[config.mk]
export PLATFORM = sky130hd
export DESIGN_NAME = uart_tx_arbiter
export DESIGN_NICKNAME = d
export VERILOG_FILES = /design/src/rtl/uart_arb_pkg.sv /design/src/rtl/uart_tx_arbiter_rr_pick.sv /design/src/rtl/uart_tx_arbiter.sv
export SDC_FILE = /design/constraint.sdc
export NUM_CORES = 1
export LEC_CHECK = 0
export CAP_MARGIN = 20
export CORE_AREA = 10 10 98 100
export CTS_BUF_LIST = sky130_fd_sc_hd__clkbuf_2
export CTS_CLUSTER_SIZE = 8
export DETAILED_ROUTE_END_ITERATION = 12
export DIE_AREA = 0 0 108 110
export PLACE_DENSITY_LB_ADDON = 0.2
export RECOVER_POWER = 100
export SYNTH_ARGS = -nofsm -noshare
export SYNTH_HDL_FRONTEND = slang
export SYNTH_HIERARCHICAL = 1
export SYNTH_SLANG_ARGS = --single-unit
[constraint.sdc]
create_clock -name clk -period 3.05 [get_ports clk]
set_clock_uncertainty 0.05 [all_clocks]
set_input_delay 0.4575 -clock clk [delete_from_list [all_inputs] [get_ports clk]]
set_output_delay 0.4575 -clock clk [all_outputs]
set_load 0.02 [all_outputs]
[src/rtl/uart_arb_pkg.sv]
`default_nettype none
// ============================================================================
// Module      : uart_arb_pkg
// Description : Shared types and helpers for the board UART transmit arbiter.
// Revision    : 1.0 - initial release
// ============================================================================
package uart_arb_pkg;

    localparam int UART_DATA_BITS = 8;

    typedef enum logic [1:0] {
        IDLE   = 2'd0,
        SEND   = 2'd1,
        WAIT   = 2'd2,
        LOCKED = 2'd3
    } arb_state_t;

    // One start bit, the data bits and the stop bits.
    function automatic int frame_cycles(input int clks_per_bit, input int stop_bits);
        return clks_per_bit * (1 + UART_DATA_BITS + stop_bits);
    endfunction

endpackage
`default_nettype wire

[src/rtl/uart_tx_arbiter_rr_pick.sv]
`default_nettype none
// ============================================================================
// Module      : rr_pick
// Description : Combinational round-robin picker; scans upward from ptr+1.
// Revision    : 1.0 - initial release
// ============================================================================
module rr_pick #(
    parameter int NUM_REQ = 4,
    parameter int IDX_W   = $clog2(NUM_REQ)
) (
    input  logic [NUM_REQ-1:0] req,
    input  logic [IDX_W-1:0]   ptr,
    output logic [NUM_REQ-1:0] win_onehot,
    output logic [IDX_W-1:0]   win_idx,
    output logic               win_valid
);

    logic [IDX_W-1:0] w_cand;

    always_comb begin
        win_onehot = '0;
        win_idx    = '0;
        win_valid  = 1'b0;
        w_cand     = '0;
        for (int off = 1; off <= NUM_REQ; off++) begin
            w_cand = IDX_W'((int'(ptr) + off) % NUM_REQ);
            if (!win_valid && req[w_cand]) begin
                win_valid          = 1'b1;
                win_idx            = w_cand;
                win_onehot[w_cand] = 1'b1;
            end
        end
    end

endmodule
`default_nettype wire

[src/rtl/uart_tx_arbiter.sv]
`default_nettype none
// ============================================================================
// Module      : uart_tx_arbiter
// Description : Round-robin, packet-locking arbiter feeding one uart_sender.
// Revision    : 1.0 - initial release
// ============================================================================
module uart_tx_arbiter
    import uart_arb_pkg::*;
#(
    parameter int NUM_REQ      = 4,
    parameter int CLKS_PER_BIT = 434,
    parameter int STOP_BITS    = 1,
    parameter int LOCK_TIMEOUT = 65535
) (
    input  logic                              clk,
    input  logic                              reset_n,
    input  logic [NUM_REQ-1:0]                req_valid,
    input  logic [NUM_REQ*UART_DATA_BITS-1:0] req_data,
    input  logic [NUM_REQ-1:0]                req_last,
    output logic [NUM_REQ-1:0]                req_ready,
    output logic [UART_DATA_BITS-1:0]         tx_data,
    output logic                              tx_data_ready,
    output logic [NUM_REQ-1:0]                grant,
    output logic                              busy
);

    localparam int c_FRAME_CYCLES = frame_cycles(CLKS_PER_BIT, STOP_BITS);
    localparam int c_FRAME_W      = $clog2(c_FRAME_CYCLES);
    localparam int c_TO_W         = $clog2(LOCK_TIMEOUT + 1);
    localparam int c_IDX_W        = $clog2(NUM_REQ);

    arb_state_t                r_state;
    arb_state_t                w_state_nxt;
    logic [UART_DATA_BITS-1:0] r_tx_data;
    logic                      r_tx_data_ready;
    logic [NUM_REQ-1:0]        r_grant;
    logic [c_IDX_W-1:0]        r_ptr;
    logic                      r_lock;
    logic [c_FRAME_W-1:0]      r_frame_cnt;
    logic [c_TO_W-1:0]         r_to_cnt;

    logic [UART_DATA_BITS-1:0] w_bytes [NUM_REQ];
    logic [NUM_REQ-1:0]        w_win_onehot;
    logic [c_IDX_W-1:0]        w_win_idx;
    logic                      w_win_valid;
    logic                      w_accept;
    logic [c_IDX_W-1:0]        w_sel_idx;
    logic                      w_frame_done;
    logic                      w_to_expired;

    for (genvar gi = 0; gi < NUM_REQ; gi++) begin : g_bytes
        assign w_bytes[gi] = req_data[gi*UART_DATA_BITS +: UART_DATA_BITS];
    end

    rr_pick #(
        .NUM_REQ (NUM_REQ),
        .IDX_W   (c_IDX_W)
    ) u_rr_pick (
        .req        (req_valid),
        .ptr        (r_ptr),
        .win_onehot (w_win_onehot),
        .win_idx    (w_win_idx),
        .win_valid  (w_win_valid)
    );

    assign w_frame_done = (r_frame_cnt == '0);
    assign w_to_expired = (r_to_cnt == c_TO_W'(LOCK_TIMEOUT - 1));

    always_ff @(posedge clk or negedge reset_n) begin
        if (!reset_n) begin
            r_state <= IDLE;
        end else begin
            r_state <= w_state_nxt;
        end
    end

    always_comb begin
        w_state_nxt = r_state;
        w_accept    = 1'b0;
        w_sel_idx   = r_ptr;
        req_ready   = '0;
        case (r_state)
            IDLE: begin
                if (w_win_valid) begin
                    w_accept    = 1'b1;
                    w_sel_idx   = w_win_idx;
                    req_ready   = w_win_onehot;
                    w_state_nxt = SEND;
                end
            end
            SEND: w_state_nxt = WAIT;
            WAIT: begin
                if (w_frame_done) begin
                    w_state_nxt = r_lock ? LOCKED : IDLE;
                end
            end
            LOCKED: begin
                // While a packet is open the pointer doubles as the owner index.
                if (req_valid[r_ptr]) begin
                    w_accept         = 1'b1;
                    req_ready[r_ptr] = 1'b1;
                    w_state_nxt      = SEND;
                end else if (w_to_expired) begin
                    w_state_nxt = IDLE;
                end
            end
            default: w_state_nxt = IDLE;
        endcase
        if (!reset_n) begin
            req_ready = '0;
            w_accept  = 1'b0;
        end
    end

    always_ff @(posedge clk or negedge reset_n) begin
        if (!reset_n) begin
            r_tx_data       <= '0;
            r_tx_data_ready <= 1'b0;
            r_grant         <= '0;
            r_ptr           <= c_IDX_W'(NUM_REQ - 1);
            r_lock          <= 1'b0;
            r_frame_cnt     <= '0;
            r_to_cnt        <= '0;
        end else begin
            r_tx_data_ready <= w_accept;
            if (w_accept) begin
                r_tx_data <= w_bytes[w_sel_idx];
                r_lock    <= ~req_last[w_sel_idx];
            end
            if (r_state == IDLE && w_accept) begin
                r_grant <= w_win_onehot;
                r_ptr   <= w_win_idx;
            end

            // SEND plus the countdown from FRAME-2 to 0 spans one full frame.
            if (r_state == SEND) begin
                r_frame_cnt <= c_FRAME_W'(c_FRAME_CYCLES - 2);
            end else if (r_state == WAIT && !w_frame_done) begin
                r_frame_cnt <= r_frame_cnt - c_FRAME_W'(1);
            end
            if (r_state == WAIT && w_frame_done && !r_lock) begin
                r_grant <= '0;
            end

            if (w_accept) begin
                r_to_cnt <= '0;
            end else if (r_state == LOCKED) begin
                if (w_to_expired) begin
                    r_to_cnt <= '0;
                    r_lock   <= 1'b0;
                    r_grant  <= '0;
                end else begin
                    r_to_cnt <= r_to_cnt + c_TO_W'(1);
                end
            end
        end
    end

    assign tx_data       = r_tx_data;
    assign tx_data_ready = r_tx_data_ready;
    assign grant         = r_grant;
    assign busy          = (r_state != IDLE);

endmodule
`default_nettype wire

Yosys cells after proc, flatten, opt, wreduce, memory -nomap -nowiden
Cells that the tools add are included.
- word-level logic and storage cells: 128
- register bits after elaboration: 47
- output and inout bits: 18
- input port bits: 42
- reductions and logical operators: 23
- bitwise operators: 5
- magnitude comparators: 12
- add/sub/neg operators: 6
- eq/ne operators: 7
- multiplexer cells: 67
- operators by type and width (cell ; count):
    16-bit 2-to-1 mux ; 3
    4-bit 2-to-1 mux ; 12
    13-bit 2-to-1 mux ; 2
    1-bit 2-to-1 mux ; 22
    2-bit 2-to-1 mux ; 11
    2-bit by 3-bit < comparator with 1-bit output, second input constant ; 6
    16-bit by 1-bit adder with 16-bit output, second input constant ; 1
    8-bit binary-select mux with 2-bit select ; 1
    16-bit == test, second input constant ; 1
    8-bit 2-to-1 mux ; 2
    13-bit zero test ; 1
    13-bit by 1-bit subtractor with 13-bit output, second input constant ; 1
    1-bit binary-select mux with 2-bit select ; 6
    1-bit logical AND ; 12
    4-bit bitwise OR ; 3
    1-bit demux with 2-bit select ; 5
    2-bit by 1-bit >= comparator with 1-bit output, second input constant ; 5
    2-bit case mux with 4 select lines ; 1
    4-bit case mux with 2 select lines ; 1
    2-bit nonzero test ; 3
    1-bit zero test ; 5
    2-bit by 1-bit adder with 2-bit output, second input constant ; 2
    2-bit adder, second input constant ; 2
    2-bit == test, second input constant ; 2
    other kinds (10) ; 10

Longest topological paths before layout
- word-level depth: 22
- mapped depth: 12
- mapped depth without buffers: 10

Modules after synthesis
Netlist, hierarchy kept.
- modules (own cells, without submodules) (module ; sequential area each (um^2) ; times used ; area an instance (um^2) ; cells an instance):
    uart_tx_arbiter ; 1178.6 ; 1 ; 2819.0 ; 274
    rr_pick ; 0.0 ; 1 ; 525.5 ; 68

Least setup slack after synthesis
No wires, ideal clock.
- kind: flip-flop to flip-flop
- from: reg r_ptr[0]
- to: reg r_tx_data[2] (netlist: tx_data[2])
- data arrival time: 2811 ps
- period minus slack after synthesis: 2986 ps
- setup time: 125 ps
- cell stages (with the launch flop): 12
- path buffers: 2
- data required time: 2875 ps
- slack: 64 ps
- cells stage by stage: dfstp_2 > buf_4 > inv_2 > ha_1 > buf_6 > a21oi_2 > nor3_1 > nor2_2 > o31a_1 > mux2i_4 > mux4_2 > mux2_2
- word-level cells in the longest chain between the ends: 19
- elaborated cells on any way between the ends: 38
- classes of those cells: add/sub (4); mux (27); bitwise (1); reduce/logical (6)
- ends and longest elaborated chain (element ; line ; text):
    from (decl) ; uart_tx_arbiter.sv:37 ; logic [c_IDX_W-1:0] r_ptr;
    from (signal assigned) ; uart_tx_arbiter.sv:120 ; r_ptr <= c_IDX_W'(NUM_REQ - 1);
    from (signal assigned) ; uart_tx_arbiter.sv:132 ; r_ptr <= w_win_idx;
    2-bit by 1-bit adder with 2-bit output ; uart_tx_arbiter_rr_pick.sv:26 ; w_cand = IDX_W'((int'(ptr) + off) % NUM_REQ);
    1-bit binary-select mux with 2-bit select ; uart_tx_arbiter_rr_pick.sv:27 ; if (!win_valid && req[w_cand]) begin
    1-bit 2-to-1 mux (not written as such) ; uart_tx_arbiter_rr_pick.sv:27 ;
    1-bit 2-to-1 mux ; uart_tx_arbiter_rr_pick.sv:27 ;
    1-bit zero test ; uart_tx_arbiter_rr_pick.sv:27 ;
    1-bit logical AND ; uart_tx_arbiter_rr_pick.sv:27 ;
    1-bit 2-to-1 mux ; uart_tx_arbiter_rr_pick.sv:27 ;
    1-bit zero test ; uart_tx_arbiter_rr_pick.sv:27 ;
    [3 not listed] ; - ;
    1-bit logical AND ; uart_tx_arbiter_rr_pick.sv:27 ;
    2-bit 2-to-1 mux * ; uart_tx_arbiter_rr_pick.sv:27 ;
    via w_win_idx[0] ; uart_tx_arbiter.sv:44 ; logic [c_IDX_W-1:0] w_win_idx;
    2-bit 2-to-1 mux * ; uart_tx_arbiter.sv:84 ; if (w_win_valid) begin
    2-bit 2-to-1 mux * ; uart_tx_arbiter.sv:82 ; case (r_state)
    2-bit inverter with 3-bit output (not written as such) * ; uart_tx_arbiter.sv:127 ; r_tx_data <= w_bytes[w_sel_idx];
    8-bit binary-select mux with 2-bit select * ; uart_tx_arbiter.sv:127 ;
    8-bit 2-to-1 mux (not written as such) * (2 in series) ; uart_tx_arbiter.sv:127 ;
    to (signal assigned) ; uart_tx_arbiter.sv:127 ;
    to (decl) ; uart_tx_arbiter.sv:34 ; logic [UART_DATA_BITS-1:0] r_tx_data;
Mark *: on every way through the listed nets, which the timed path passes. The rest lies on a longest branch. The select of a mux whose other input is x is not followed.
A chain may end at the register's enable or synchronous reset.

Worst setup path in the final report
- from: reg r_ptr[0]
- to: out req_ready[3]
- word-level cells in the longest chain between the ends: 16
- elaborated cells on any way between the ends: 60
- classes of those cells: add/sub (4); order compare (10); mux (32); bitwise (3); reduce/logical (11)
- ends and longest elaborated chain (element ; line ; text):
    parallel branches: the longest is 12 deep, another holds 2-bit by 3-bit < comparator with 1-bit output ; - ;
    4-bit 2-to-1 mux * ; uart_tx_arbiter_rr_pick.sv:27 ;
    via w_win_onehot[3] ; uart_tx_arbiter.sv:43 ; logic [NUM_REQ-1:0] w_win_onehot;
    4-bit 2-to-1 mux * ; uart_tx_arbiter.sv:84 ;
    4-bit case mux with 2 select lines * ; uart_tx_arbiter.sv:82 ;
    4-bit 2-to-1 mux * ; uart_tx_arbiter.sv:109 ; if (!reset_n) begin
    to (decl) ; uart_tx_arbiter.sv:20 ; output logic [NUM_REQ-1:0] req_ready,
Mark *: on every way through the listed nets, which the timed path passes. The select of a mux whose other input is x is not followed.

==> impl_summary.log <==
[metrics] Clock transition at path regs: 0.26 ns
[metrics] count of inserted antenna diode cells: 0
[metrics] share of total power in the clock network: 10.7%
[metrics] Leakage Power: 0.00190 uW
[metrics] number of antenna violations at the first check in global routing: 0
[metrics] switching part of the total power: 40.8%
[metrics] Avg Cell Area, Syn: 9.78 um^2
[metrics] delay of the slowest cell on the worst path: 0.61 ns
[metrics] Die Y: 110 um
[metrics] largest net degree at the start of global routing: 48
[metrics] synthesized cell area: 3340 um^2
[metrics] post-cts hold buffer count: 0
[metrics] total gr overflow: 0
[metrics] commonest non-fill, non-tap cell in the layout: dfrtp_1
[metrics] synthesized netlist net count: 400
[metrics] clock tree buffer depth: 2
[metrics] total setup violations reported at the end of the flow: 12
[metrics] count of final max-slew check failures: 48
[metrics] CP Capture Type: output pin
[metrics] CP startpoint: r_ptr[0]$_DFFE_PN1P_
[metrics] critical path class: reg2out
[metrics] multi-input gate area in the final layout: 2020 um^2
[metrics] Internal Dissipation: 2390 uW
[metrics] total of fill cells in the finished design: 666
[metrics] startpoint type of the worst setup path: flop
[metrics] starting utilization of the core area: 43.7%
[metrics] maximum level of the CTS H-tree: 2
[metrics] Die X: 108 um
[metrics] highest clock frequency the design can meet: 0.318 GHz
[metrics] relative contribution of combinational cells to total power: 65.5%
[metrics] Final Hold Viols: 0
[metrics] Worst Hold Launch: r_to_cnt[15]$_DFFE_PN0P_
[metrics] count of port buffers added during placement: 59
[metrics] number of synthesized flops with an enable pin: 0
[metrics] cell at the slowest stage of the critical path: dfstp_2
[metrics] final cycle utilization of the critical path: 103%
[metrics] relative max-transition margin: -71.2%
[metrics] die area: 11900 um^2
[metrics] TritonCTS clock tree: yes
[metrics] gp weighted congestion: 0.866
[metrics] drt via density: 5.43
[metrics] row count: 32
[metrics] async set-reset flop share out of synthesis: 100%
[metrics] iteration count of the initial detailed-routing pass: 4
[metrics] via count of the first global-routing pass: 3053
[metrics] distinct cell type count of the synthesized netlist: 69
[metrics] Bufs and invs on worst path: 3
[metrics] total routing usage reported by global routing: 14.7%
[metrics] worst hold margin: 0.453 ns
[metrics] class of the worst hold path: reg2reg
[metrics] Arrival @ worst endpoint: 2.64 ns
[metrics] maximum vdd ir drop: 0.649 mV
[metrics] Placement Cell Area: 4260 um^2
[metrics] first-pass GRT wire length: 14500 um
[metrics] detailed-route wire length: 8550 um
[metrics] # Max-Cap Violations: 1
[metrics] ratio of cells with drive above 1 in the final layout: 22.0%
[metrics] share of the yosys chip area belonging to registers: 35.2%
[metrics] most used cell along the critical path: buf_6
[metrics] antenna violation net count after detailed routing: 0
[metrics] total via count in the routed design: 2946
[metrics] worst path cell trace: buf_6 -> mux4_2 -> buf_6 -> nand2_1 -> o21ai_1 -> a221o_1 -> a22oi_2 -> nor2_1 -> buf_4
[metrics] DRC violation total after the first TritonRoute iteration: 98
[metrics] per-cell routed wire length: 15.7 um
[metrics] latest clock arrival within the worst-skew pair: 0.43 ns
[metrics] Pwr per Cell Area: 909 nW/um^2
[metrics] number of design rule violations left after detail routing: 0
[metrics] violations in the final reports: max-capacitance violations, max-slew violations, negative setup slack
[metrics] number of clock sinks: 47
[metrics] status: complete, but fails checks
[metrics] total core area: 7650 um^2
[metrics] RSZ-0062 raised after global routing: yes
[metrics] layout overhead on the synthesized area: 32.6%
[metrics] highest-count cells in the layout ignoring fill and taps: dfrtp_1, clkdlybuf4s50_1, buf_4, nand2_1, nor2_1
[metrics] clock tree root buffer cell: clkbuf_2
[metrics] source of the worst register-to-register timing path: r_ptr[0]$_DFFE_PN1P_
[metrics] synthesized flop and latch total: 47
[metrics] slew of the pin with the lowest slew margin: 2.57 ns
[metrics] Sequential cell area: 1180 um^2
[metrics] largest driver fanout on the critical path: 5
[metrics] Min Clock Period, post-route: 3.15 ns
[metrics] most frequently used flop master after synthesis: dfrtp_1
[metrics] clock buffers created by TritonCTS: 5
[metrics] cell area after layout: 4440 um^2
[metrics] sequential cell fraction of total power: 23.8%
[metrics] Pwr Total: 4030 uW
[metrics] sum of negative setup slack: -0.932 ns
[metrics] Total Nets Final: 498
[metrics] Setup WS post-layout: -0.0980 ns
[metrics] final HPWL from detailed placement: 6450 um
[metrics] number of top-level pins: 60
[metrics] Syn Inst Count: 342
[metrics] synthesis warning total: 6
[metrics] P_sw: 1650 uW
[metrics] family with the most delay on the worst path: flip-flops
[metrics] data required time at the worst endpoint: 2.54 ns
## synthesized netlist by cell type, types with 10 or more instances
cell type / n / area [um^2]
nand3_1: 11 / 55.1
nand2b_1: 11 / 68.8
a31oi_1: 12 / 75.1
dfrtp_1: 45 / 1130
nand2_1: 36 / 135
ha_1: 16 / 200
nor2_1: 25 / 93.8
o21ai_0: 10 / 50.1
inv_1: 16 / 60.1
a21oi_1: 18 / 90.1
mux4_2: 10 / 225
## timing repair
| item | in CTS | in global routing |
|---|---|---|
| cloned | 1 | 0 |
| gates resized for setup | 25 | 5 |
| setup endpoints to repair | 12 | 13 |
| pin swaps | 1 | 0 |
| setup buffers | 6 | 1 |
## cell families (layout without fill, tap and decap cells)
| family | after synthesis | in the layout | synth area share [%] |
|---|---|---|---|
| AOI/OAI and AO/OA | 84 | 84 | 18.0 |
| xor gates and xnor gates | 9 | 9 | 2.36 |
| DFF | 47 | 47 | 35.2 |
| adders and majority gates | 16 | 16 | 5.99 |
| and+or+nand+nor | 127 | 127 | 20.4 |
| buffers and inverters | 31 | 130 | 4.71 |
| muxes | 28 | 28 | 13.3 |
## power groups by stage
stage / logic (uW) / registers [uW] / clock network [uW]
after floorplan: 1500 / 1080 / 0
final: 2640 / 959 / 433
after global routing: 2900 / 990 / 470
after CTS: 2680 / 965 / 445
after detailed placement: 2460 / 978 / 0
after global placement: 2430 / 970 / 0
## path summary, 6_finish.rpt
kind / endpoint / slack [ns] / depth (start not counted)
max: req_ready[3] / -0.1 / 9
min: r_to_cnt[15]$_DFFE_PN0P_ / 0.45 / 1
max reg2reg: tx_data[1]$_DFFE_PN0N_ / -0.09 / 10
min reg2reg: r_to_cnt[15]$_DFFE_PN0P_ / 0.45 / 1
max in group asynchronous: tx_data[3]$_DFFE_PN0N_ / 0.61 / 2
min in group asynchronous: r_frame_cnt[2]$_DFFE_PN0P_ / 0.90 / 2
## state kept, by name, summed over array words and instances (netlist names)
name / cells
r_ptr: 2
tx_data_ready: 1
r_to_cnt: 16
grant: 4
tx_data: 8
r_frame_cnt: 13
r_state: 2
r_lock: 1
## through the flow
step,std cells,utilization [%],worst slack (ns)
after floorplan,342,-,0.0640
after global placement,527,55.7,-0.299
after detailed placement,527,55.7,-0.307
after CTS,542,58.0,-0.100
after global routing,543,58.0,-0.238
final,543,58.0,-0.0980
## routing by layer
layer / vias to the layer above / track usage, % / part of all wire, %
li1: 1481 / - / -
met1: 1419 / 17.7 / 42
met2: 40 / 26.5 / 54
met3: 6 / 2.50 / 2.9
met4: 0 / 3.91 / 0.96
met5: - / 0 / 0
## worst reg2reg max path: cells and delay by family, from the launching register on
| kind | cells | cell delay [ns] |
|---|---|---|
| compound gates | 2 | 0.41 |
| buf+inv | 4 | 0.53 |
| flops | 1 | 0.61 |
| mux | 4 | 1.46 |
## area by class of cell
class                   instances  area share (%)
clock buffers                   6           0.677
flip-flops and latches         47            26.6
clock inverters                 2            1.35
inverters                      17            1.44
well taps                     102            2.88
multi-input cells             264            45.6
repair buffers                105            21.5
No activity file was read; power rests on OpenSTA's default activity.
